===== config.mk =====
export PLATFORM = sky130hd
export DESIGN_NAME = hazard_ctrl
export DESIGN_NICKNAME = d
export VERILOG_FILES = /design/src/rtl/hazard_ctrl.sv
export SDC_FILE = /design/constraint.sdc
export NUM_CORES = 1
export LEC_CHECK = 0
export ABC_AREA = 1
export BUFFER_PORTS_ARGS = -buffer_cell sky130_fd_sc_hd__buf_4
export CORE_MARGIN = 2
export CORE_UTILIZATION = 35
export DETAILED_ROUTE_END_ITERATION = 12
export GPL_TIMING_DRIVEN = 0
export PLACE_DENSITY_LB_ADDON = 0.08
export SYNTH_ARGS = -nofsm -noshare
export SYNTH_HDL_FRONTEND = slang
export SYNTH_SLANG_ARGS = --single-unit

===== constraint.sdc =====
create_clock -name clk -period 0.8 [get_ports clk]
set_input_delay 0.08 -clock clk [delete_from_list [all_inputs] [get_ports clk]]
set_output_delay 0.08 -clock clk [all_outputs]
set_load 0.02 [all_outputs]

===== src/rtl/hazard_ctrl.sv =====
// Load-use / branch-redirect hazard controller driving ID/EX, IF/ID and PC.
// Optional perf counters enabled by defining HAZARD_PERF_EN.
//
// Ports:
//   clk, rst                clock, synchronous active-low reset
//   idRegSrc1/2, idUseRs1/2 source operands of the instruction in ID
//   exLoad, exRegWrite      kind of the instruction in EX
//   exRegDes                destination register of the instruction in EX
//   exBranchTaken           EX redirects the PC
//   LoadStall               bubble into ID/EX this edge
//   pcStall, ifidStall      hold PC / hold IF/ID
//   ifidFlush               clear IF/ID to nop
//   hazState                0 RUN, 1 LDSTALL, 2 FLUSH
//   perfStallCnt/FlushCnt   saturating event counters (0 when disabled)
module hazard_ctrl #(
   parameter int LOAD_STALL_CYCLES = 1,
   parameter int FLUSH_CYCLES      = 1
) (
   input  logic        clk,
   input  logic        rst,
   input  logic [4:0]  idRegSrc1,
   input  logic [4:0]  idRegSrc2,
   input  logic        idUseRs1,
   input  logic        idUseRs2,
   input  logic        exLoad,
   input  logic        exRegWrite,
   input  logic [4:0]  exRegDes,
   input  logic        exBranchTaken,
   output logic        LoadStall,
   output logic        pcStall,
   output logic        ifidStall,
   output logic        ifidFlush,
   output logic [1:0]  hazState,
   output logic [31:0] perfStallCnt,
   output logic [31:0] perfFlushCnt
);

   typedef enum logic [1:0] {
      RUN     = 2'd0,
      LDSTALL = 2'd1,
      FLUSH   = 2'd2
   } state_t;

   localparam logic [2:0] LD_LOAD = 3'(LOAD_STALL_CYCLES - 1);
   localparam logic [2:0] FL_LOAD = 3'(FLUSH_CYCLES - 1);

   state_t     state_q, state_d;
   logic [2:0] cnt_q, cnt_d;
   logic       lu_haz;

   assign lu_haz = exLoad && exRegWrite && (exRegDes != 5'd0) &&
                   ((idUseRs1 && (idRegSrc1 == exRegDes)) ||
                    (idUseRs2 && (idRegSrc2 == exRegDes)));

   always_ff @(posedge clk) begin
      if (!rst) begin
         state_q <= RUN;
         cnt_q   <= 3'd0;
      end else begin
         state_q <= state_d;
         cnt_q   <= cnt_d;
      end
   end

   always_comb begin
      state_d = state_q;
      cnt_d   = cnt_q;
      if (exBranchTaken) begin
         // a redirect overrides any window in progress
         if (FLUSH_CYCLES > 1) begin
            state_d = FLUSH;
            cnt_d   = FL_LOAD;
         end else begin
            state_d = RUN;
            cnt_d   = 3'd0;
         end
      end else begin
         case (state_q)
            RUN: begin
               if (lu_haz && (LOAD_STALL_CYCLES > 1)) begin
                  state_d = LDSTALL;
                  cnt_d   = LD_LOAD;
               end
            end
            LDSTALL, FLUSH: begin
               if (cnt_q == 3'd1) begin
                  state_d = RUN;
                  cnt_d   = 3'd0;
               end else begin
                  cnt_d = cnt_q - 3'd1;
               end
            end
            default: begin
               state_d = RUN;
               cnt_d   = 3'd0;
            end
         endcase
      end
   end

   always_comb begin
      LoadStall = 1'b0;
      pcStall   = 1'b0;
      ifidStall = 1'b0;
      ifidFlush = 1'b0;
      hazState  = 2'd0;
      if (rst) begin
         hazState = state_q;
         if (exBranchTaken) begin
            LoadStall = 1'b1;
            ifidFlush = 1'b1;
         end else if (state_q == FLUSH) begin
            ifidFlush = 1'b1;
         end else if (state_q == LDSTALL || lu_haz) begin
            LoadStall = 1'b1;
            pcStall   = 1'b1;
            ifidStall = 1'b1;
         end
      end
   end

`ifdef HAZARD_PERF_EN
   logic [31:0] stall_cnt_q, stall_cnt_d;
   logic [31:0] flush_cnt_q, flush_cnt_d;

   always_comb begin
      stall_cnt_d = stall_cnt_q;
      flush_cnt_d = flush_cnt_q;
      if (pcStall && (stall_cnt_q != 32'hFFFF_FFFF))
         stall_cnt_d = stall_cnt_q + 32'd1;
      if (ifidFlush && (flush_cnt_q != 32'hFFFF_FFFF))
         flush_cnt_d = flush_cnt_q + 32'd1;
   end

   always_ff @(posedge clk) begin
      if (!rst) begin
         stall_cnt_q <= 32'd0;
         flush_cnt_q <= 32'd0;
      end else begin
         stall_cnt_q <= stall_cnt_d;
         flush_cnt_q <= flush_cnt_d;
      end
   end

   assign perfStallCnt = rst ? stall_cnt_q : 32'd0;
   assign perfFlushCnt = rst ? flush_cnt_q : 32'd0;
`else
   assign perfStallCnt = 32'd0;
   assign perfFlushCnt = 32'd0;
`endif

endmodule


==> metrics.sh <==
STATUS='finished, violations left'
FAILED_CHECKS='setup timing'
NUMSEQUENTIALCELLS=0
POWERDENSITY_mW_PER_MM2=593
TOP_PORTS=92
GRT_PASS1_WL_MM=2.44
SLEW_VIOL_FINAL=0
YOSYS.AREA_SHARE.ADDER_PCT=0
HOLD_PATH_CLASS='input pin to primary output'
NUMBER_OF_MAXIMUM_CAPACITANCE_CONSTRAINT_VIOLATIONS=0
WORST_VDD_DROP_mV=0.385
VIA_COUNT_OF_THE_FIRST_GLOBAL_ROUTING_PASS=631
FMAXACHIEVABLE_MHz=958
MULTIPLEXER_AREA_FRACTION_AFTER_SYNTHESIS_PCT=0
DETAILROUTE.VIA_COUNT=770
SYNTH_SEQ_AREA_SHARE_PCT=0
GRT_START_MAX_NET_PINS=6
POST_CTS_HOLD_BUFFER_COUNT=0
TIMING.FINAL.SETUP_VIOLATIONS=3
FINALCRITPERIODSHARE_PCT=131
FILLCELL_TOTAL=188
GPL.FINAL_WEIGHTED_CONGESTION=0.759
LEAKAGE_nW=0.945
AVGVIACOUNTPERCELL=3.10
CHIPWIDTH_UM=50.7
SYNTH_COMPOUND_GATE_AREA_SHARE_PCT=0
PRECTSSETUPSLACK_NS=-0.297
DETAIL-ROUTE-ANTENNA-NETS=0
TIMING.FINAL.HOLD_VIOLATIONS=0
SYN_AVG_CELL_AREA_UM2=5.86
SYNTH_XOR_AREA_SHARE_PCT=0
ROUTED_WIRELENGTH_MM=1.62
DATA_REQUIRED_TIME_OF_THE_CRITICAL_PATH_NS=0.72
CRITPATHMAXFANOUT=2
FLOORPLAN.INITIALDENSITY_PCT=38.1
DETAIL_ROUTE.WL_PER_CELL_UM=6.54
STARTPOINT_TYPE='input pin'
MAIN_COMBINATIONAL_CELL_FAMILY_BY_AREA_AFTER_SYNTHESIS='buffers and inverters'
DRT_PRE_ANTENNA_ITERS=3
GRT.OVERFLOW.TOTAL=0
DR.FIRST_ITER.DRC_COUNT=3
MIN_FROM='exBranchTaken'
SYNTHESIS.AREA_UM2=762
SYNTHTOLAYOUTAREAGROWTH_PCT=83.9
DRC_ERRORS=0
SIMPLE_LOGIC_CELL_FRACTION_OF_THE_SYNTHESIZED_AREA_PCT=25.6
NUM_ANTENNA_CELLS=0
FLOORPLAN.ROWS=16
CORE_AREA_MM2=0.00200
WORST_SLACK_NS=-0.244
FIN_CRIT_NS=1.04
TIMING.SETUP.CRITICAL_PATH_CLASS='input pin to primary output'
PORT_BUFFERS=25
RSZ0062_AT_GRT='true'
FP.DIEAREA_MM2=0.00257
GROUTE.USAGE.OVERALL_PCT=11.5
SYNTH.DISTINCT_CELLS=10
CLOCK_BUFFERS=0
FRACTION_OF_FINAL_LAYOUT_CELLS_SIZED_BEYOND_DRIVE_STRENGTH_1_PCT=57.5
DIE_SPAN_IN_Y_UM=50.7
CRITICAL_PATH_ARRIVAL_NS=0.96
FIN_NETS=245
PLACE_HPWL_MM=1.45
STARTPOINT='idRegSrc1[2]'
SEQCELLAREA_UM2=0
GATE_COUNT_OF_THE_MAPPED_NETLIST=130
YOSYSWARNINGCOUNT=0
ENDPOINT_TYPE_OF_THE_WORST_SETUP_PATH='primary output'
LAYOUT.CORE_UTILIZATION_PCT=70.0
ANTENNA_FOUND_INITIAL=0
-- layout by cell type, fill, tap and decap left out --
cell     count
buf_6        7
nand2_4      1
nand3_1      2
buf_4       79
inv_4        4
conb_1      66
nor2_1       5
nand2_2     16
nor2_2       4
inv_1        4
inv_2        5
buf_8        6
nor2_4       1
inv_8        3
nand4_1      2
buf_12       1
nand2_1     15
-- path summary, 6_finish.rpt --
kind	to	cells after the start	slack, ns
setup / recovery	pcStall	10	-0.24
hold / removal	ifidStall	3	0.44
-- cell families (layout without fill, tap and decap cells) --
logic type,Yosys count,after routing
other,1,66
AND/OR/NAND/NOR,46,46
buffers and inverters,83,109
-- per-layer routing --
| layer | wire length, µm | track usage, % | share of wire (%) | vias up |
|---|---|---|---|---|
| met1 | 488 | 12.2 | 30 | 293 |
| met3 | 210 | 1.19 | 13 | 0 |
| met2 | 923 | 24.6 | 57 | 48 |
| met4 | 0 | 0.901 | 0 | 0 |
| met5 | 0 | 0 | 0 | - |
| li1 | - | - | - | 429 |
-- report_power, final --
group | switching [W] | internal (W) | total (W)
combinational | 0.000450 | 0.000381 | 0.000831
clock | 0 | 0 | 0
sequential | 0 | 0 | 0
-- area by class of cell --
class              instances  area, µm²  share of cell area (%)
plain buffers             67        507                    36.2
multi-input cells        112        493                    35.2
repair buffers            26        275                    19.6
inverters                 16       92.6                    6.61
well taps                 27       33.8                    2.41
-- cells in the mapped netlist --
| master | number | area [µm²] |
|---|---|---|
| inv_2 | 4 | 15.0 |
| nor2_2 | 4 | 25.0 |
| buf_4 | 67 | 503 |
| nor2_1 | 6 | 22.5 |
| inv_1 | 12 | 45.0 |
| nand3_1 | 2 | 10.0 |
| nand4_1 | 2 | 12.5 |
| conb_1 | 1 | 3.75 |
| nand2_1 | 30 | 113 |
| nand2_2 | 2 | 12.5 |
-- through the flow --
| step | power [W] | cells | hold WS [ns] | instance area [µm²] | TNS (ns) |
|---|---|---|---|---|---|
| 6_report | 0.000831 | 248 | 0.438 | 1400 | -0.653 |
| 5_1_grt | 0.000893 | 248 | 0.451 | 1400 | -0.896 |
| 4_1_cts | 0.000776 | 247 | 0.444 | 1330 | -0.435 |
| 3_5_place_dp | 0.000743 | 247 | 0.436 | 1270 | -0.672 |
| 3_3_place_gp | 0.000736 | 247 | 0.434 | 1270 | -0.645 |
| 2_1_floorplan | 0.000615 | 195 | 0.192 | 1040 | -0.0829 |
-- critical path, cell delays in order --
cell,delay [ns]
buf_12,0.11
nand2_4,0.06
nand2_2,0.04
nor2_1,0.11
nand3_1,0.08
nand2_1,0.08
nand2_2,0.08
nor2_4,0.12
buf_6,0.10
buf_6,0.10
-- what timing repair did --
item | in CTS | in global routing
endpoints found under the setup margin | 3 | 3
setup buffers | 0 | 1
endpoints found under the hold margin | 0 | 0
pin swaps | 14 | 16
gates resized for setup | 22 | 22
(Power assumes the default switching activity.)
